$ cat src/rtl/divisible_by_5.sv
// Bit-serial, MSB-first divisibility-by-five detector.
// The state tracks the remainder mod 5; y is registered so it is glitch-free.
module divisible_by_5 (
  input  logic clk,
  input  logic rst,
  input  logic i,
  output logic y
);

  typedef enum logic [2:0] {
    IDLE = 3'b000,
    R0   = 3'b001,
    R1   = 3'b010,
    R2   = 3'b011,
    R3   = 3'b100,
    R4   = 3'b101
  } state_t;

  state_t state;
  state_t state_next;
  logic   y_next;

  // State and output registers
  always_ff @(posedge clk or posedge rst) begin
    if (rst) begin
      state <= IDLE;
      y     <= 1'b0;
    end else begin
      state <= state_next;
      y     <= y_next;
    end
  end

  // Remainder update: r' = (2r + i) mod 5; undefined encodings fall back to IDLE
  always_comb begin
    state_next = IDLE;
    y_next     = 1'b0;
    unique case (state)
      IDLE:    state_next = i ? R1 : R0;
      R0:      state_next = i ? R1 : R0;
      R1:      state_next = i ? R3 : R2;
      R2:      state_next = i ? R0 : R4;
      R3:      state_next = i ? R2 : R1;
      R4:      state_next = i ? R4 : R3;
      default: state_next = IDLE;
    endcase
    y_next = (state_next == R0);
  end

endmodule

$ cat config.mk
export PLATFORM = sky130hd
export DESIGN_NAME = divisible_by_5
export DESIGN_NICKNAME = d
export VERILOG_FILES = /design/src/rtl/divisible_by_5.sv
export SDC_FILE = /design/constraint.sdc
export NUM_CORES = 1
export LEC_CHECK = 0
export CAP_MARGIN = 20
export CORE_AREA = 4 4 41 43
export CTS_CLUSTER_DIAMETER = 30
export DETAILED_ROUTE_END_ITERATION = 6
export DIE_AREA = 0 0 45 47
export GPL_TIMING_DRIVEN = 0
export HOLD_SLACK_MARGIN = 0.12
export PLACE_DENSITY = 0.3
export SLEW_MARGIN = 0
export SYNTH_ARGS = -nofsm -noshare
export SYNTH_HDL_FRONTEND = slang
export SYNTH_SLANG_ARGS = --single-unit
$ cat constraint.sdc
create_clock -name clk -period 1.3 [get_ports clk]
set_input_delay 0.26 -clock clk [delete_from_list [all_inputs] [get_ports clk]]
set_output_delay 0.26 -clock clk [all_outputs]
set_load 0.03 [all_outputs]
==> results list, run 1 <==
* Adder-cell share of the synthesized area: 0%
- Global routing used 3.45% of the available met3 tracks.
* Number of register bits inferred by synthesis: 4
- Net switching share of the total power: 33.7%
- Final-report hold violation count: 0
* Count of TritonRoute iterations in the first routing pass: 4
* Count of input and output buffers: 3
- Summed over all layers, the global routing overflow is 0.
- In this run the critical register-to-register path is captured at state[1].
- Across the VDD grid, the largest voltage drop is 0.239 mV.
- Final critical-path setup slack: 115 ps
- Setup repair after global routing missed its margin: no
* Number of different library cells in the post-synthesis netlist: 14
- Fraction of power consumed by sequential logic: 41.9%
- Count of clock tree sinks: 4
- Final standard cell utilization of the core: 20.1%
* Number of max-cap violations: 0
- Traced cell by cell, the critical path runs through dlygate4sd2_1.
- CP Class: reg -> out
* Worst clock skew: 2.94 ps
- The number of cells on the worst reg-to-reg path is 2.
- Part of the power in the clock network: 25.4%
* Share of cells above drive strength 1: 12.5%
- In this run the power density over the cells is 2210 nW/um^2.
- Along the worst path, the maximum fanout reaches 1.
- From synthesis to final layout, the design area changed by 36.6%.
- The slowest stage of the critical path is the sky130_fd_sc_hd__dlygate4sd2_1 cell.
- Of the post-synthesis cell area, the part taken by muxes is 5.23%.
- For this block, the initial DRC count from the detailed router was 1.
- In this run the number of cells on the critical path is 1.
* Antenna fix cells: 0
- Result of the run: finished clean
- Met1 Resource Use GR: 3.43%
- Critical path required time: 1040 ps
* Slew headroom: 79.6%
* Max frequency: 844 MHz
* Number of standard cells in the layout, taps in and fillers out: 39
- The floorplan step set the die height to 47 um.
* CP peak stage delay: 390 ps
* Type of origin of the critical path: flop
- Number of antenna violations at the first check in global routing: 0
- Final Cycle Share: 91.2%
- In the global route stage, met2 resource usage came out at 5.37%.
* Average wire length per cell after detail routing: 8.69 um
- Sequential-to-total area share from yosys stat: 52.3%
- At the end of routability-driven placement, the weighted congestion stood at 0.673.
- Global routing consumed, over all layers together, 4.35% of the routing resources.
* Detailed-route wire length: 339 um
- In this run the number of H-tree levels came out at 1.
- Root buffer cell: sky130_fd_sc_hd__clkbuf_4
- Grouping stages by cell kind, the critical path spends the most delay in buffers and inverters.
* Register-to-Register Setup Slack: 270 ps
- Actual slew at the worst max-slew pin: 307 ps
- The min-delay analysis places its worst path in the category in -> async.
- Via count of the first global-routing pass: 136
- By area, the combinational part of the netlist is dominated by simple AND/OR/NAND/NOR gates.
- Timing analysis after detailed placement gives a worst setup slack of -63.1 ps.
- Avg Synthesized Cell Area: 10.6 um^2
* Number of cell rows: 13
- The number of placed instances, taps included, is 36.
* Drt via density: 3.74
* Wire length of the first global-routing pass: 538 um
- Max Slew Vio Count: 0
* Synthesis warning total: 0
- For this run, design rule violations remaining after detail routing come to 0.
- Leakage: 0.116 nW
* Sw power: 195 uW
- For this design, the CTS-stage hold fixing added 0 buffers.
* Fill count: 151
- Starting density of the core: 14.7%
* Post-Synth Simple-Gate Area: 19.6%
- TritonCTS created 3 clock buffers.
* CP startpoint: y
- After Yosys synthesis, XOR and XNOR cells account for 4.58% of the synthesized area.
- Busiest metal layer after global routing: met4
- Internal power comes to 384 uW.
- During I/O placement, the number of pins put on the boundary was 4.
- Core area: 1300 um^2
* Combinational fraction of design power: 32.7%
* Number of vias in the routed layout: 146
- Clock-pin slew was measured on the worst setup and hold paths at 40 ps.
- In this run the horizontal extent of the chip is 45 um.
* Worst r2r src: state[0]
- TritonCTS clock tree: yes
- Once detail routing completed, the nets flagged for antenna violations numbered 0.
- Compound-gate portion of the synthesized area: 14.4%
- Bufs on Longest Clock Path: 2
- Pin count of the biggest net entering global routing: 8
- Tmin final: 1190 ps
* Setup-violating endpoint count in the final report: 0
* Die Footprint: 2120 um^2
* Count of buffering cells on the critical path with inverters included: 1
* Crit path DAT: 930 ps
- Critical path endpoint: y
- The worst setup path is captured at a primary output.
- Number of instances in the synthesized netlist: 18
- Worst hold margin: 213 ps
* Clock latency of the later-clocked register in the worst-skew pair: 230 ps
* Net count, final: 29
* Netlist area before placement: 191 um^2
- When the netlist entered floorplanning its net count stood at 21.
-- cell type report --
class	count	area (um^2)	area share, %
Clock buffer	3	22.5	8.61
Multi-Input combinational cell	12	83.8	32.1
Tap cell	15	18.8	7.18
Sequential cell	4	100	38.3
Timing Repair Buffer	3	28.8	11.0
Inverter	2	7.51	2.87
-- power by group through the flow --
| stage | registers (mW) | logic [mW] | clock network (mW) |
|---|---|---|---|
| global route | 0.256 | 0.204 | 0.162 |
| finish | 0.243 | 0.189 | 0.147 |
| global placement | 0.246 | 0.201 | 0 |
| CTS | 0.243 | 0.193 | 0.157 |
| floorplan | 0.259 | 0.118 | 0 |
| detailed placement | 0.246 | 0.203 | 0 |
-- how the worst min path moves through the flow --
stage                     cells after the start  start  slack (ps)  endpoint
after floorplan                               1    rst          30  state[0]
after global placement                        2    rst         460  state[0]
after detailed placement                      2    rst         460  state[0]
after CTS                                     2    rst         210  state[1]
after global routing                          2    rst         240  state[1]
final                                         2    rst         210  state[1]
-- cells in the final DEF (no fill, tap or decap) --
master,instances
sky130_fd_sc_hd__o22ai_1,1
sky130_fd_sc_hd__o21a_1,1
sky130_fd_sc_hd__a31oi_1,1
sky130_fd_sc_hd__nand2b_1,1
sky130_fd_sc_hd__clkdlybuf4s50_1,2
sky130_fd_sc_hd__inv_1,2
sky130_fd_sc_hd__clkbuf_4,3
sky130_fd_sc_hd__xnor2_1,1
sky130_fd_sc_hd__mux2i_1,1
sky130_fd_sc_hd__or3b_1,1
sky130_fd_sc_hd__nand2_1,1
sky130_fd_sc_hd__nor3_1,1
sky130_fd_sc_hd__a21boi_0,1
sky130_fd_sc_hd__nor2b_1,1
sky130_fd_sc_hd__dlygate4sd2_1,1
sky130_fd_sc_hd__dfrtp_1,4
sky130_fd_sc_hd__or2b_1,1
-- cell families after synthesis --
logic type,count (synthesis)
xor+xnor,1
simple gates,6
flops,4
buf+inv,2
compound gates,4
mux,1
-- state kept, by name (all words and copies together) (netlist names) --
name,cells
state,3
y,1
-- metrics by stage --
stage	power, mW	setup TNS, ps	cell area, um^2
6_report	0.579	0	262
2_1_floorplan	0.378	0	191
3_5_place_dp	0.449	-83.2	240
5_1_grt	0.622	0	262
3_3_place_gp	0.447	-96.9	240
4_1_cts	0.594	0	262
-- per-layer routing --
layer	up-vias	routed length (um)
li1	74	-
met3	0	35
met4	0	0
met1	69	128
met2	3	175
met5	-	0
-- cell usage after synthesis --
cell type	count	area share, %
sky130_fd_sc_hd__nor2b_1	1	3.3
sky130_fd_sc_hd__nand2_1	1	2.0
sky130_fd_sc_hd__or2b_1	1	3.9
sky130_fd_sc_hd__xnor2_1	1	4.6
sky130_fd_sc_hd__nor3_1	1	2.6
sky130_fd_sc_hd__inv_1	2	3.9
sky130_fd_sc_hd__a21boi_0	1	3.9
sky130_fd_sc_hd__a31oi_1	1	3.3
sky130_fd_sc_hd__nand2b_1	1	3.3
sky130_fd_sc_hd__mux2i_1	1	5.2
sky130_fd_sc_hd__or3b_1	1	4.6
sky130_fd_sc_hd__o22ai_1	1	3.3
sky130_fd_sc_hd__o21a_1	1	3.9
sky130_fd_sc_hd__dfrtp_1	4	52
-- timing repair --
item / CTS / global route
setup buffers: 0 / 0
setup endpoints to repair: 1 / 0
gates resized for setup: 1 / 0
Note: power is estimated with default switching activity, not from simulation.
==> run 2, diff against run 1 <==
--- a/config.mk
+++ b/config.mk
@@ -13,6 +13,7 @@
 export GPL_TIMING_DRIVEN = 0
 export HOLD_SLACK_MARGIN = 0.12
 export PLACE_DENSITY = 0.3
+export SKIP_CTS_REPAIR_TIMING = 1
 export SLEW_MARGIN = 0
 export SYNTH_ARGS = -nofsm -noshare
 export SYNTH_HDL_FRONTEND = slang
==> results list, run 2 (synthesized netlist as in run 1, its figures left out) <==
* Worst r2r src: state[0]
- By startpoint and endpoint, the worst setup path is classified as in -> reg.
- The fraction of power consumed by combinational cells is 33.6% (+0.9 points).
- The maximum number of pins on one net before global-route repair was 8 (unchanged).
- The root buffer cell chosen for the clock tree is sky130_fd_sc_hd__clkbuf_4.
- STA classifies the critical path endpoint as a flop.
- The routability congestion estimate from global placement came to 0.673 (unchanged).
- CP peak stage delay: 480 ps (+90 ps)
- Final-report hold violation count: 0 (unchanged)
- Setup repair after global routing left no endpoint under its margin.
* Type of origin of the critical path: input pin
* TritonCTS clock tree: yes
- The area of all placed cells without fillers was 265 um^2 (+1.4%).
- The kind of cell with the highest combined delay along the critical path is buffers and inverters.
* Worst Hold Class: in -> async
- The count of buffer and inverter cells on the critical path was 1 (unchanged).
- The antenna violation net count after detailed routing is 0 (unchanged).
* Share of cells above drive strength 1: 12.5% (unchanged)
* Core area: 1300 um^2 (unchanged)
- Via count of the first global-routing pass: 136 (unchanged)
- Number of antenna violations at the first check in global routing: 0 (unchanged)
- The leakage power of the design is 0.125 nW (+8.0%).
* Most frequent cells in the layout: sky130_fd_sc_hd__dfrtp_1 (4), sky130_fd_sc_hd__clkbuf_4 (3), sky130_fd_sc_hd__inv_1 (2), sky130_fd_sc_hd__clkdlybuf4s50_1 (2)
- Among all stages on the critical path, the largest delay is contributed by sky130_fd_sc_hd__clkdlybuf4s50_1.
- Most frequent standard cell in the layout excluding fill and tap cells: sky130_fd_sc_hd__dfrtp_1
- The share of the clock period used by the worst path after layout is 86.3% (-4.9 points).
- The multi-input gate area in the final layout came to 83.8 um^2 (unchanged).
- Die Footprint: 2120 um^2 (unchanged)
- The register with the most flip-flops in the final layout is state.
* Net switching share of the total power: 33.2% (-0.48 points)
* Worst ir drop on vdd: 0.239 mV (about the same)
- The cell area power density was 2210 nW/um^2 (about the same).
* Count of boundary I/O pins: 4 (unchanged)
* Number of flip-flops in the largest register: 3 (unchanged)
* Antenna fix cells: 0 (unchanged)
* Sw power: 195 uW (about the same)
- The post-route DRC violation count is 0 (unchanged).
* First-iteration detailed-routing DRC count: 1 (unchanged)
- The number of placement rows was 13 (unchanged).
- Number of buffers created by CTS: 3 (unchanged)
* Number of vias in the routed layout: 146 (unchanged)
* Peak fanout along the critical path: 5 (+4)
- The internal power component is 392 uW (+2.1%).
* Largest registers: state x3, y x1
- The die extent in x is 45 um (unchanged).
- The clock input transition at the sequential cells of the worst setup and hold paths was 40 ps (about the same).
- Drt via density: 3.74 (unchanged)
* Setup-violating endpoint count in the final report: 0 (unchanged)
- The total power is 587 uW (+1.4%).
- Setup total negative slack: 0 ps (unchanged)
- The reg-to-reg setup timing slack came to 270 ps (about the same).
* Net count, final: 29 (unchanged)
- Slew headroom: 78.5% (-1.1 points)
- Fill count: 149 (-1.3%)
- The part of the total power dissipated in sequential elements is 41.4% (-0.5 points).
* Instance area after placement: 240 um^2 (unchanged)
* Final critical-path setup slack: 179 ps (+63.7 ps)
* Storage cell area: 100 um^2 (unchanged)
- The data required time at the worst endpoint was 1450 ps (+410 ps).
- Count of TritonRoute iterations in the first routing pass: 4 (unchanged)
* Tmin final: 1120 ps (-63.7 ps)
- Wire length of the first global-routing pass: 538 um (unchanged)
- The number of clock sinks seen by CTS came to 4 (unchanged).
* Reg2reg end: state[1]
- Result of the run: finished clean
* Average wire length per cell after detail routing: 8.74 um (+0.59%)
- From synthesis to final layout, the design area changed by 38.6%.
* Worst clock skew: 2.94 ps (unchanged)
* Starting density of the core: 14.7% (unchanged)
- Traced cell by cell, the critical path runs through clkdlybuf4s50_1, or3b_1, a31oi_1.
- The number of maximum-capacitance violations is 0 (unchanged).
- The upper clock frequency limit is 892 MHz (+5.7%).
- The number of pins exceeding their max-slew limit in the final report was 0 (unchanged).
- Part of the power in the clock network: 25.1% (-0.3 points)
- The number of levels the H-tree was split into is 1 (unchanged).
- Bufs on Longest Clock Path: 2 (unchanged)
* Detailed-route wire length: 341 um (+0.59%)
- The total overflow reported by the global router is 0 (unchanged).
- Actual slew at the worst max-slew pin: 322 ps (+15.3 ps)
- The clock latency on the worst-skew pair was 230 ps (about the same).
- Crit path DAT: 1270 ps (+340 ps)
- The hold slack is 213 ps (-0.0450 ps).
* Worst reg-to-reg path cell count: 2 (unchanged)
- The overall fraction of global-route tracks in use was 4.35% (unchanged).
* Die boundary height: 47 um (unchanged)
* Count of input and output buffers: 3 (unchanged)
* Placement-stage worst setup slack: -63.1 ps (unchanged)
[run 2: cell types whose count changed in the layout (fill, tap and decap cells not counted)]
cell                             previous run  this run
sky130_fd_sc_hd__dlygate4sd2_1              1         0
sky130_fd_sc_hd__dlymetal6s2s_1             0         1
[run 2: cell type report]
cell class | count | area share, %
Sequential cell | 4 | 37.7
Multi-Input combinational cell | 12 | 31.6
Clock buffer | 3 | 8.49
Tap cell | 15 | 7.08
Timing Repair Buffer | 3 | 12.3
Inverter | 2 | 2.83
[run 2: stage by stage]
stage / util (%) / instances
2_1_floorplan: - / 18
3_3_place_gp: 18.5 / 36
3_5_place_dp: 18.5 / 36
4_1_cts: 20.2 / 39
5_1_grt: 20.4 / 39
6_report: 20.4 / 39
[run 2: worst register-to-register path, delay by kind of cell, from the launching register on]
kind	cells	cell delay, ps
AOI/OAI and AO/OA	1	160
DFF	1	420
and+or+nand+nor	1	380
[run 2: worst max path at each step]
stage                         from        to  depth (start not counted)
after floorplan           state[0]  state[1]                          2
after global placement           i  state[1]                          3
after detailed placement         i  state[1]                          3
after CTS                        y         y                          1
after global routing             i  state[1]                          3
final                            i  state[1]                          3
[run 2: power by group through the flow]
stage,logic (mW),clock network (mW),registers (mW)
final,0.197,0.147,0.243
after global routing,0.214,0.162,0.256
after CTS,0.203,0.157,0.244
after detailed placement,0.203,0,0.246
after global placement,0.201,0,0.246
after floorplan,0.118,0,0.259
[run 2: per-layer routing]
metal	GRT usage (%)	wire length, um
met1	3.43	138
met2	5.37	176
met3	3.45	26
met4	7.02	0
met5	0	0
==> run 3, diff against run 2 <==
--- a/config.mk
+++ b/config.mk
@@ -13,6 +13,7 @@
 export GPL_TIMING_DRIVEN = 0
 export HOLD_SLACK_MARGIN = 0.12
 export PLACE_DENSITY = 0.3
+export RECOVER_POWER = 50
 export SKIP_CTS_REPAIR_TIMING = 1
 export SLEW_MARGIN = 0
 export SYNTH_ARGS = -nofsm -noshare
==> results list, run 3 (synthesized netlist as in run 1, its figures left out) <==
- Reg2reg end: state[1]
- The net switching component of the power was 195 uW (unchanged).
- Part of the power in the clock network: 25.1% (about the same)
- Weighted congestion reported at the end of routability-driven placement: 0.673 (unchanged)
- Worst ir drop on vdd: 0.239 mV (about the same)
- The worst-case reg-to-reg path depth is 2 (unchanged).
- The share of layout cells above drive strength 1 was 12.5% (unchanged).
* Worst r2r src: state[0]
* Register-to-Register Setup Slack: 270 ps (about the same)
* Cell area after layout: 265 um^2 (unchanged)
- The die height is 47 um (unchanged).
* Crit end category: flop
- The critical path in this run is classified as in -> reg.
- In this run the worst hold path is classified as in -> async.
- Count of TritonRoute iterations in the first routing pass: 4 (unchanged)
* Crit path DAT: 1270 ps (about the same)
* Bufs on Longest Clock Path: 2 (unchanged)
- The total of fill cells in the finished design came to 149 (unchanged).
* Worst hold margin: 350 ps (+137 ps)
- The slowest stage of the critical path is the sky130_fd_sc_hd__clkdlybuf4s50_1 cell.
* Number of cell rows: 13 (unchanged)
- Count of input and output buffers: 3 (unchanged)
* Critical path's top delay family: buffers and inverters
- The number of hold-slack violations in the final timing report came to 0 (unchanged).
- The measured slew at the worst slew-check pin was 322 ps (unchanged).
- The largest registers in the layout are state x3, y x1.
- The shortest clock period the worst path allows after layout is 1120 ps (unchanged).
* Count of clock tree sinks: 4 (unchanged)
- The part of the total power dissipated in sequential elements is 41.4% (about the same).
- CTS clock-pin slew for the worst setup and hold paths: 40 ps (about the same)
- The flow ran to the end, and the final reports show no timing, DRC or antenna violations.
- Drt via density: 3.74 (unchanged)
- The post-route clock skew was 2.94 ps (unchanged).
- Number of H-tree branching levels: 1 (unchanged)
- Die W: 45 um (unchanged)
* CP peak stage delay: 480 ps (about the same)
- TritonCTS built the clock tree.
- Slew headroom: 78.5% (unchanged)
- Number of antenna violations at the first check in global routing: 0 (unchanged)
- Most frequent standard cell in the layout excluding fill and tap cells: sky130_fd_sc_hd__dfrtp_1
- Number of max-cap violations: 0 (unchanged)
- In the layout the commonest cells are sky130_fd_sc_hd__dfrtp_1 (4), sky130_fd_sc_hd__clkbuf_4 (3), sky130_fd_sc_hd__inv_1 (2).
* Net switching share of the total power: 33.2% (+0.034 points)
- Area growth syn-to-layout: 38.6% (unchanged)
* Core area: 1300 um^2 (unchanged)
- Count of buffering cells on the critical path with inverters included: 1 (unchanged)
- The multi-input gate area in the final layout is 83.8 um^2 (unchanged).
- The internal power component was 391 uW (-0.15%).
* Post-detailed-route count of antenna-violating nets: 0 (unchanged)
- Die Footprint: 2120 um^2 (unchanged)
* Cell area power density: 2210 nW/um^2 (-0.10%)
- The worst setup path is launched from an input pin.
* Clock latency of the later-clocked register in the worst-skew pair: 230 ps (about the same)
* Number of vias in the routed layout: 146 (unchanged)
* Via count of the first global-routing pass: 136 (unchanged)
- The share of the clock period used by the worst path after layout came to 86.3% (unchanged).
- Critical path required time: 1450 ps (about the same)
- The number of nets in the layout was 29 (unchanged).
* Placement-stage worst setup slack: -63.1 ps (unchanged)
- Walking the worst path, the cells encountered are clkdlybuf4s50_1, or3b_1, a31oi_1.
- Number of buffers created by CTS: 3 (unchanged)
- Final critical-path setup slack: 179 ps (unchanged)
* Count of boundary I/O pins: 4 (unchanged)
- Max frequency: 892 MHz (unchanged)
- Storage cell area: 100 um^2 (unchanged)
- Average wire length per cell after detail routing: 8.72 um (-0.29%)
- Remaining Overflow, GRT: 0 (unchanged)
* Peak fanout along the critical path: 5 (unchanged)
- Setup total negative slack: 0 ps (unchanged)
- More flip-flops sit in one register than any other, and that register is state.
- Detailed-route wire length: 340 um (-0.29%)
* Number of flip-flops in the largest register: 3 (unchanged)
* Wire length of the first global-routing pass: 538 um (unchanged)
- The maximum number of pins on one net before global-route repair is 8 (unchanged).
* Setup repair after global routing missed its margin: no
* Overall global routing resource usage: 4.35% (unchanged)
* Setup-violating endpoint count in the final report: 0 (unchanged)
* Leakage: 0.126 nW (+0.21%)
- The total inserted antenna cells was 0 (unchanged).
- The cell sitting at the root of the clock tree is a sky130_fd_sc_hd__clkbuf_4.
- Drt drc: 0 (unchanged)
- Max Slew Vio Count: 0 (unchanged)
* Combinational fraction of design power: 33.5% (about the same)
* Starting density of the core: 14.7% (unchanged)
* First-iteration detailed-routing DRC count: 1 (unchanged)
- Instance area after placement: 240 um^2 (unchanged)
[run 3: power groups by stage]
stage                     registers (mW)  clock network (mW)  logic [mW]
after floorplan                    0.259                   0       0.118
after global placement             0.246                   0       0.201
after detailed placement           0.246                   0       0.203
after CTS                          0.244               0.157       0.203
after global routing               0.256               0.162       0.213
final                              0.243               0.147       0.196
[run 3: final cells by class]
class                   instances  area share, %
flip-flops and latches          4           37.7
multi-input cells              12           31.6
repair buffers                  3           12.3
well taps                      15           7.08
clock buffers                   3           8.49
inverters                       2           2.83
[run 3: worst register-to-register path, cell delays in order, from the launching register on]
cell	delay (ps)
sky130_fd_sc_hd__dfrtp_1	420
sky130_fd_sc_hd__or3b_1	380
sky130_fd_sc_hd__a31oi_1	160
[run 3: how the worst max path moves through the flow]
stage               endpoint      from  slack [ps]  cells after the start
finish              state[1]         i         180                      3
global route        state[1]         i         130                      3
CTS                        y         y        -180                      1
detailed placement  state[1]         i         -60                      3
global placement    state[1]         i         -70                      3
floorplan           state[1]  state[0]         310                      2
[run 3: routing by layer]
metal	GRT usage [%]	vias to the layer above	part of all wire, %
li1	-	74	-
met4	7.02	0	0
met3	3.45	0	7.6
met5	0	-	0
met1	3.43	69	41
met2	5.37	3	52
[run 3: through the flow]
stage / total power, mW / utilization [%] / instances
floorplan: 0.378 / - / 18
global placement: 0.447 / 18.5 / 36
detailed placement: 0.449 / 18.5 / 36
CTS: 0.605 / 20.2 / 39
global route: 0.631 / 20.4 / 39
finish: 0.586 / 20.4 / 39
